File: src/rtl/send_buff_if.sv
// Core-side push port and router-side valid/ready link of the send buffer.
// credit_ret is part of the buffer's modport only when SEND_BUFF_CREDIT_EN is defined.
interface send_buff_if #(
    parameter int DATA_WIDTH = 8,
    parameter int TAG_WIDTH  = 8,
    parameter int DEST_WIDTH = 4,
    parameter int NUM_ENTRY  = 8
);
    localparam int CNT_W = $clog2(NUM_ENTRY) + 1;
    localparam int PKT_W = DEST_WIDTH + TAG_WIDTH + DATA_WIDTH;

    logic                  wen;
    logic [DATA_WIDTH-1:0] data_in;
    logic [TAG_WIDTH-1:0]  tag_in;
    logic [DEST_WIDTH-1:0] dest_in;
    logic                  full;
    logic                  empty;
    logic [CNT_W-1:0]      count;
    logic                  err_ovf;
    logic                  tx_valid;
    logic                  tx_ready;
    logic [PKT_W-1:0]      tx_pkt;
    logic                  credit_ret;

    modport master (
`ifdef SEND_BUFF_CREDIT_EN
        output credit_ret,
`endif
        output wen, data_in, tag_in, dest_in, tx_ready,
        input  full, empty, count, err_ovf, tx_valid, tx_pkt
    );

    modport slave (
`ifdef SEND_BUFF_CREDIT_EN
        input  credit_ret,
`endif
        input  wen, data_in, tag_in, dest_in, tx_ready,
        output full, empty, count, err_ovf, tx_valid, tx_pkt
    );
endinterface

File: src/rtl/send_buff.sv
// Tile transmit FIFO: core pushes {dest, tag, data}, drained in order over valid/ready.
// Optional credit-based flow control is enabled with the SEND_BUFF_CREDIT_EN macro.
module send_buff #(
    parameter int DATA_WIDTH = 8,
    parameter int TAG_WIDTH  = 8,
    parameter int DEST_WIDTH = 4,
    parameter int NUM_ENTRY  = 8,
    parameter int CREDITS    = 4
) (
    input logic         CLK,
    input logic         nRST,
    send_buff_if.slave  bus
);
    localparam int PTR_W = $clog2(NUM_ENTRY);
    localparam int CNT_W = PTR_W + 1;
    localparam int PKT_W = DEST_WIDTH + TAG_WIDTH + DATA_WIDTH;

    logic [PKT_W-1:0] mem_r [NUM_ENTRY];
    logic [PTR_W-1:0] wr_ptr_r;
    logic [PTR_W-1:0] rd_ptr_r;
    logic [CNT_W-1:0] count_r;
    logic [CNT_W-1:0] count_nxt_s;
    logic             full_r;
    logic             empty_r;
    logic             tx_valid_r;
    logic             tx_valid_nxt_s;
    logic             err_ovf_r;
    logic             push_s;
    logic             fire_s;
    logic [PKT_W-1:0] tx_pkt_s;

`ifdef SEND_BUFF_CREDIT_EN
    localparam int CRD_W = $clog2(CREDITS) + 1;
    logic [CRD_W-1:0] credits_r;
    logic [CRD_W-1:0] credits_nxt_s;
`endif

    // Handshake decode and next occupancy; full is taken from the pre-edge count
    always_comb begin
        push_s      = bus.wen && !full_r;
        fire_s      = tx_valid_r && bus.tx_ready;
        count_nxt_s = count_r;
        case ({push_s, fire_s})
            2'b10:   count_nxt_s = count_r + CNT_W'(1);
            2'b01:   count_nxt_s = count_r - CNT_W'(1);
            default: count_nxt_s = count_r;
        endcase
    end

`ifdef SEND_BUFF_CREDIT_EN
    // Credit bookkeeping: a returned credit at the ceiling is discarded
    always_comb begin
        credits_nxt_s = credits_r;
        case ({fire_s, bus.credit_ret})
            2'b10: credits_nxt_s = credits_r - CRD_W'(1);
            2'b01: begin
                if (credits_r == CRD_W'(CREDITS)) begin
                    credits_nxt_s = credits_r;
                end else begin
                    credits_nxt_s = credits_r + CRD_W'(1);
                end
            end
            default: credits_nxt_s = credits_r;
        endcase
        tx_valid_nxt_s = (count_nxt_s != CNT_W'(0)) && (credits_nxt_s != CRD_W'(0));
    end
`else
    // Offer the head whenever anything is queued
    always_comb begin
        tx_valid_nxt_s = (count_nxt_s != CNT_W'(0));
    end
`endif

    // Control state; status flags are registered alongside count so they never glitch
    always_ff @(posedge CLK or negedge nRST) begin
        if (!nRST) begin
            wr_ptr_r   <= PTR_W'(0);
            rd_ptr_r   <= PTR_W'(0);
            count_r    <= CNT_W'(0);
            full_r     <= 1'b0;
            empty_r    <= 1'b1;
            tx_valid_r <= 1'b0;
            err_ovf_r  <= 1'b0;
        end else begin
            if (push_s) begin
                wr_ptr_r <= wr_ptr_r + PTR_W'(1);
            end
            if (fire_s) begin
                rd_ptr_r <= rd_ptr_r + PTR_W'(1);
            end
            if (bus.wen && full_r) begin
                err_ovf_r <= 1'b1;
            end
            count_r    <= count_nxt_s;
            full_r     <= (count_nxt_s == CNT_W'(NUM_ENTRY));
            empty_r    <= (count_nxt_s == CNT_W'(0));
            tx_valid_r <= tx_valid_nxt_s;
        end
    end

`ifdef SEND_BUFF_CREDIT_EN
    // Credit counter starts full
    always_ff @(posedge CLK or negedge nRST) begin
        if (!nRST) begin
            credits_r <= CRD_W'(CREDITS);
        end else begin
            credits_r <= credits_nxt_s;
        end
    end
`endif

    // Entry storage is deliberately not reset
    always_ff @(posedge CLK) begin
        if (push_s) begin
            mem_r[wr_ptr_r] <= {bus.dest_in, bus.tag_in, bus.data_in};
        end
    end

    // Head entry is forced to zero whenever it is not being offered
    always_comb begin
        if (tx_valid_r) begin
            tx_pkt_s = mem_r[rd_ptr_r];
        end else begin
            tx_pkt_s = PKT_W'(0);
        end
    end

    assign bus.tx_pkt   = tx_pkt_s;
    assign bus.tx_valid = tx_valid_r;
    assign bus.count    = count_r;
    assign bus.full     = full_r;
    assign bus.empty    = empty_r;
    assign bus.err_ovf  = err_ovf_r;
endmodule

File: src/flat_wrapper.sv
// flat-port wrapper written by rule: the top's interface ports become plain ports
module send_buff_flat 
#(
    parameter int DATA_WIDTH = 8,
    parameter int TAG_WIDTH  = 8,
    parameter int DEST_WIDTH = 4,
    parameter int NUM_ENTRY  = 8,
    parameter int CREDITS    = 4
)
  (CLK, nRST, bus_wen, bus_data_in, bus_tag_in, bus_dest_in, bus_tx_ready, bus_full, bus_empty, bus_count, bus_err_ovf, bus_tx_valid, bus_tx_pkt);
  send_buff_if #(.DATA_WIDTH(DATA_WIDTH), .TAG_WIDTH(TAG_WIDTH), .DEST_WIDTH(DEST_WIDTH), .NUM_ENTRY(NUM_ENTRY)) bus_i ();
  input logic CLK;
  input logic nRST;
  input wire logic [$bits(bus_i.wen)-1:0] bus_wen;
  input wire logic [$bits(bus_i.data_in)-1:0] bus_data_in;
  input wire logic [$bits(bus_i.tag_in)-1:0] bus_tag_in;
  input wire logic [$bits(bus_i.dest_in)-1:0] bus_dest_in;
  input wire logic [$bits(bus_i.tx_ready)-1:0] bus_tx_ready;
  output wire logic [$bits(bus_i.full)-1:0] bus_full;
  output wire logic [$bits(bus_i.empty)-1:0] bus_empty;
  output wire logic [$bits(bus_i.count)-1:0] bus_count;
  output wire logic [$bits(bus_i.err_ovf)-1:0] bus_err_ovf;
  output wire logic [$bits(bus_i.tx_valid)-1:0] bus_tx_valid;
  output wire logic [$bits(bus_i.tx_pkt)-1:0] bus_tx_pkt;
  assign bus_i.wen = bus_wen;
  assign bus_i.data_in = bus_data_in;
  assign bus_i.tag_in = bus_tag_in;
  assign bus_i.dest_in = bus_dest_in;
  assign bus_i.tx_ready = bus_tx_ready;
  assign bus_full = bus_i.full;
  assign bus_empty = bus_i.empty;
  assign bus_count = bus_i.count;
  assign bus_err_ovf = bus_i.err_ovf;
  assign bus_tx_valid = bus_i.tx_valid;
  assign bus_tx_pkt = bus_i.tx_pkt;
  send_buff #(.DATA_WIDTH(DATA_WIDTH), .TAG_WIDTH(TAG_WIDTH), .DEST_WIDTH(DEST_WIDTH), .NUM_ENTRY(NUM_ENTRY), .CREDITS(CREDITS)) u_core (.CLK(CLK), .nRST(nRST), .bus(bus_i));
endmodule
File: config.mk
export PLATFORM = sky130hd
export DESIGN_NAME = send_buff_flat
export DESIGN_NICKNAME = d
export VERILOG_FILES = /design/src/rtl/send_buff_if.sv /design/src/rtl/send_buff.sv /design/src/flat_wrapper.sv
export SDC_FILE = /design/constraint.sdc
export NUM_CORES = 1
export LEC_CHECK = 0
export ABC_AREA = 1
export ABC_CLOCK_PERIOD_IN_PS = 6430
export CORE_MARGIN = 4
export CORE_UTILIZATION = 56
export DETAILED_ROUTE_END_ITERATION = 12
export PLACE_DENSITY = 0.86
export SLEW_MARGIN = 20
export SYNTH_ARGS = -nofsm -noshare
export SYNTH_HDL_FRONTEND = slang
export SYNTH_SLANG_ARGS = --single-unit
export TNS_END_PERCENT = 30
File: constraint.sdc
create_clock -name CLK -period 6.43 [get_ports CLK]
set_clock_uncertainty 0.1 [all_clocks]
set_input_delay 1.286 -clock CLK [delete_from_list [all_inputs] [get_ports CLK]]
set_output_delay 1.286 -clock CLK [all_outputs]
set_load 0.02 [all_outputs]
## Word level (Yosys, flattened, before mapping)

Memory sizes are Yosys's and may differ from the RTL's.
Index checks and enable logic that the tools add are counted.
W data, S select, Z words.

- Mux-type cells: 4
- Reduce and logical (&&, ||, !) cells: 6
- Eq/ne operators: 3
- Add/subtract/negate cells: 4

Operator list:

| cell | count |
|---|---|
| $mux W20 | 1 |
| $pmux W4 S2 | 1 |
| $add A3 B1 Y3 const B | 2 |
| $add A4 B1 Y4 const B | 1 |
| $eq A4 B4 Y1 const B | 1 |
| $logic_not A4 Y1 | 1 |
| $reduce_bool A4 Y1 | 1 |
| $sub A4 B1 Y4 const B | 1 |
| $logic_and A1 B1 Y1 | 3 |
| $eq A2 B1 Y1 const B | 1 |
| $eq A2 B2 Y1 const B | 1 |
| $mux W1 | 2 |
| $logic_not A1 Y1 | 1 |

- RAM bits: 160
- Input port bits: 24
- Bits in registers: 14
- Logic and storage cells: 25
- Output and inout port bits: 28
- Memories kept: 1

Memory list:

| name | depth | width | read ports | clocked after Yosys merged registers in | wr ports | line | text |
|---|---|---|---|---|---|---|---|
| u_core.mem_r | 8 | 20 | 1 | 0 | 1 | send_buff.sv:18 | `logic [PKT_W-1:0] mem_r [NUM_ENTRY];` |

## Logic depth before layout (Yosys ltp)

- Word-level depth: 5
- Gate-level depth with buffers: 13
- Gate-level depth less buffers: 13

## Least setup slack after synthesis

Ideal clock, no wire load.

- Path type: input -> register
- Start point: input bus_wen
- End point: memory u_core.mem_r[0][0] in the netlist's numbering, enable pin
- Stages: 3
- Required time: 5.933 ns
- Arrival time: 2.546 ns
- Path slack: 3.387 ns
- Setup time: 0.397 ns
- Buffers on the path: 0
- Path through: nand2_4 or2_2 nor2_1

- Cells in the longest elaborated chain, start to end: 3

RTL lines:

| item | line | text |
|---|---|---|
| from (decl) | flat_wrapper.sv:14 | `input wire logic [$bits(bus_i.wen)-1:0] bus_wen;` |
| $logic_and A1 B1 Y1 | send_buff.sv:40 | `push_s = bus.wen && !full_r;` |
| $mux W1 | send_buff.sv:114 | `if (push_s) begin` |
| $mux W1 (not written as such) | send_buff.sv:115 | `mem_r[wr_ptr_r] <= {bus.dest_in, bus.tag_in, bus.data_in};` |
| to (decl) | send_buff.sv:18 |  |

No other way between the ends.

## Final worst setup path

- Start point: register u_core.rd_ptr_r[1]
- End point: output bus_tx_pkt[7]

- Cells in the longest elaborated chain, start to end: 2

RTL lines:

| item | line | text |
|---|---|---|
| from (decl) | send_buff.sv:20 | `logic [PTR_W-1:0] rd_ptr_r;` |
| from (signal assigned) | send_buff.sv:89 | `rd_ptr_r <= rd_ptr_r + PTR_W'(1);` |
| $mem_v2 Z8 W20 | - |  |
| $mux W20 | send_buff.sv:121 | `if (tx_valid_r) begin` |
| to (decl) | flat_wrapper.sv:24 | `output wire logic [$bits(bus_i.tx_pkt)-1:0] bus_tx_pkt;` |

No other way between the ends.

==> impl_metrics.py <==
metrics = {
    "critical_path": {
        "r2r_start": "u_core.bus.tx_valid$_DFF_PN0_",
        "worstPathRequired_ns": 5.04,
        "crit_start": "u_core.rd_ptr_r[1]$_DFFE_PN0P_",
        "cp-start-kind": "flop",
        "r2r_setup_slack_ns": 3.86,
        "endpoint_kind": "primary output",
        "critPathMaxFanout": 44,
        "cp_data_arrival_time_ns": 3.06,
        "path_class": "reg2out",
    },
    "global_routing": {
        "track_usage_pct": 21.6,
        "grt_max_degree": 82,
        "grt_pass1_vias": 4514,
        "grt_antenna_before_repair": 0,
        "grt_overflow": 0,
        "grt_pass1_wl_um": 23500,
    },
    "die": {
        "fp.dieW_um": 120,
        "rows": 40,
        "core_area_um2": 12100,
        "initial_core_util_pct": 57.8,
        "dieHeight_um": 120,
        "die_area_um2": 14300,
        "io_pins": 52,
    },
    "clock_network": {
        "clock_latency_ns": 0.42,
        "ctsResizeCount": 0,
        "cts_inserted_buffers": 17,
        "clkSinkCount": 174,
        "cts.reportedPaths.clkPinSlew_ns": 0.06,
        "htree_levels": 4,
        "clk_path_buf_depth": 2,
        "root_buffer": "clkbuf_16",
        "post_cts_buffers": 0,
        "holdBufCountCts": 0,
        "cts_tree": "done",
    },
    "yosys": {
        "synthCells": 552,
        "synth_area_per_cell_um2": 12.7,
        "synth-main-ff-cell": "edfxtp_1",
        "ys_warn_count": 0,
        "async_reset_ff_share_pct": 8.05,
        "synth.top_cells.by_area": "edfxtp_1, nor2_1, o32ai_1",
        "synth-adder-area-share_pct": 0.715,
        "yosys.area_share.simple_pct": 12.2,
        "synth_xor_area_share_pct": 0.626,
        "synth_fp_nets": 580,
        "yosys-top-cells-count": "nor2_1, edfxtp_1, o21ai_0",
        "synth_compound_area_share_pct": 9.94,
        "syn_area_um2": 7000,
        "synth_mux_area_share_pct": 0,
        "synth_top_family_by_area": "simple AND/OR/NAND/NOR gates",
        "synth_top_area_share_pct": 68.7,
        "synth_cell_types": 26,
        "yosysTopAreaCell": "edfxtp_1",
        "ys_seq_area_share_pct": 73.7,
        "ys_ff_latch": 174,
        "synth-edff-count": 160,
        "synth_most_common_cell": "nor2_1",
    },
    "timing": {
        "rsz0062_at_grt": "no",
        "setup-violations-final": 0,
        "slew_headroom_pct": 40.4,
        "fin_crit_ns": 4.44,
        "clock.fmax_ghz": 0.225,
        "tightest_slew_ns": 0.894,
        "hold_viol_final": 0,
        "tns_ns": 0,
        "finalMaxSlewViolations": 0,
        "fin_crit_sh_pct": 69.1,
    },
    "power": {
        "p_leak_nw": 2.82,
        "switching_power_mw": 1.59,
        "clockPowerShare_pct": 21.7,
        "irDropWorstVdd_uv": 307,
        "swShare_pct": 37.7,
        "power_frac_seq_pct": 37.9,
        "p_comb_share_pct": 40.3,
        "intPower_mw": 2.63,
        "powerDensity_nw_per_um2": 513,
    },
    "place": {
        "port_buffers": 51,
        "dp_hpwl_um": 8390,
        "gp_congestion": 0.806,
        "post_dp_cell_area_um2": 7700,
    },
    "final_layout": {
        "final_area_um2": 8230,
        "drive_gt1_share_pct": 9.45,
        "syn_to_final_growth_pct": 17.6,
        "n_antenna_cell": 0,
        "nNetsFinal": 629,
    },
    "route": {
        "drt_iter0_drc": 474,
        "totalWireLength_um": 14800,
        "dr_total_vias": 4547,
        "dr.pass1.iters": 5,
        "wl_per_cell_um": 19.0,
        "drc": 0,
        "ant_nets": 0,
        "vias_per_cell": 5.81,
    },
    "worst_hold_path": {
        "holdCritStartpoint": "u_core.bus.err_ovf$_DFFE_PN0P_",
        "hold_class": "reg2reg",
    },
    "job": {
        "drv_cap": 0,
    },
    "status": {
        "status": "finished, final reports clean",
    },
}
## power groups by stage
stage | Combinational (mW) | Sequential [mW] | Clock (mW)
2_1_floorplan | 1.10 | 1.56 | 0
3_3_place_gp | 1.64 | 1.60 | 0
3_5_place_dp | 1.70 | 1.62 | 0
4_1_cts | 1.71 | 1.60 | 0.930
5_1_grt | 1.87 | 1.62 | 0.973
6_report | 1.70 | 1.60 | 0.916
## placed cells by master, fill, tap and decap left out, types with 2 or more instances in the layout
master           instances
nor2_1                 164
edfxtp_1               160
o21ai_0                 53
clkdlybuf4s50_1         51
o32ai_1                 40
nand2_1                 27
clkbuf_16               17
inv_1                   14
o21ai_1                 11
dfrtp_1                 11
buf_4                   10
nor2_2                   8
nand3_1                  6
clkinv_1                 6
ha_1                     4
clkinvlp_4               4
clkinv_2                 3
xor2_1                   3
nand2_2                  2
nand2_4                  2
nand3_2                  2
xnor2_1                  2
or2_2                    2
dfrtp_2                  2
## layout make-up
type                       count  area, µm²
sequential                   174       5160
fill                         809       3880
multi-input combinational    330       1660
timing repair buffer          62        606
clock buffer                  18        429
tap                          168        210
clock inverter                14        101
inverter                      16       66.3
## routing by layer
metal | wire length (µm) | share of wire (%) | vias to the layer above | global-route usage [%]
met3 | 994 | 6.7 | 23 | 4.71
met5 | 0 | 0 | - | 0
met2 | 7510 | 51 | 206 | 35.9
met4 | 266 | 1.8 | 0 | 8.16
li1 | - | - | 2092 | -
met1 | 6060 | 41 | 2226 | 27.9
## logic make-up after synthesis
family                     after synthesis
xor gates and xnor gates                 5
DFF                                    174
and+or+nand+nor                        214
buffers and inverters                   48
AOI/OAI and AO/OA                      107
adders and majority gates                4
## through the flow
stage	worst slack (ns)	power [mW]	hold WS, ns	std cells	utilization, %
finish	1.99	4.22	0.388	782	68.0
floorplan	3.39	2.65	0.393	552	-
CTS	2.02	4.24	0.388	782	68.0
detailed placement	2.51	3.31	0.376	750	63.6
global placement	2.59	3.24	0.339	750	63.6
global route	1.80	4.46	0.416	782	68.0
## worst max-delay path: stages, from the launching register on
cell and delay (ns):
dfrtp_2 0.81, buf_4 0.50, o21ai_0 0.20, o32ai_1 0.23
o21ai_0 0.12, nor2_1 0.14, clkdlybuf4s50_1 0.61
## state kept, by name, indices dropped and copies added (netlist names)
register             count
u_core.bus.err_ovf       1
u_core.rd_ptr_r          3
u_core.bus.full          1
u_core.bus.tx_valid      1
u_core.bus.empty         1
u_core.bus.count         4
u_core.mem_r           160
u_core.wr_ptr_r          3
## path summary, 6_finish.rpt
| kind | endpoint | cells past startpoint |
|---|---|---|
| max | bus_tx_pkt[7] | 6 |
| min | u_core.bus.err_ovf$_DFFE_PN0P_ | 1 |
| max reg2reg | u_core.bus.tx_valid$_DFF_PN0_ | 12 |
| min reg2reg | u_core.bus.err_ovf$_DFFE_PN0P_ | 1 |
| max in group asynchronous | u_core.rd_ptr_r[0]$_DFFE_PN0P_ | 1 |
| min in group asynchronous | u_core.bus.count[0]$_DFF_PN0_ | 1 |
Note: power is estimated with default switching activity, not from simulation.
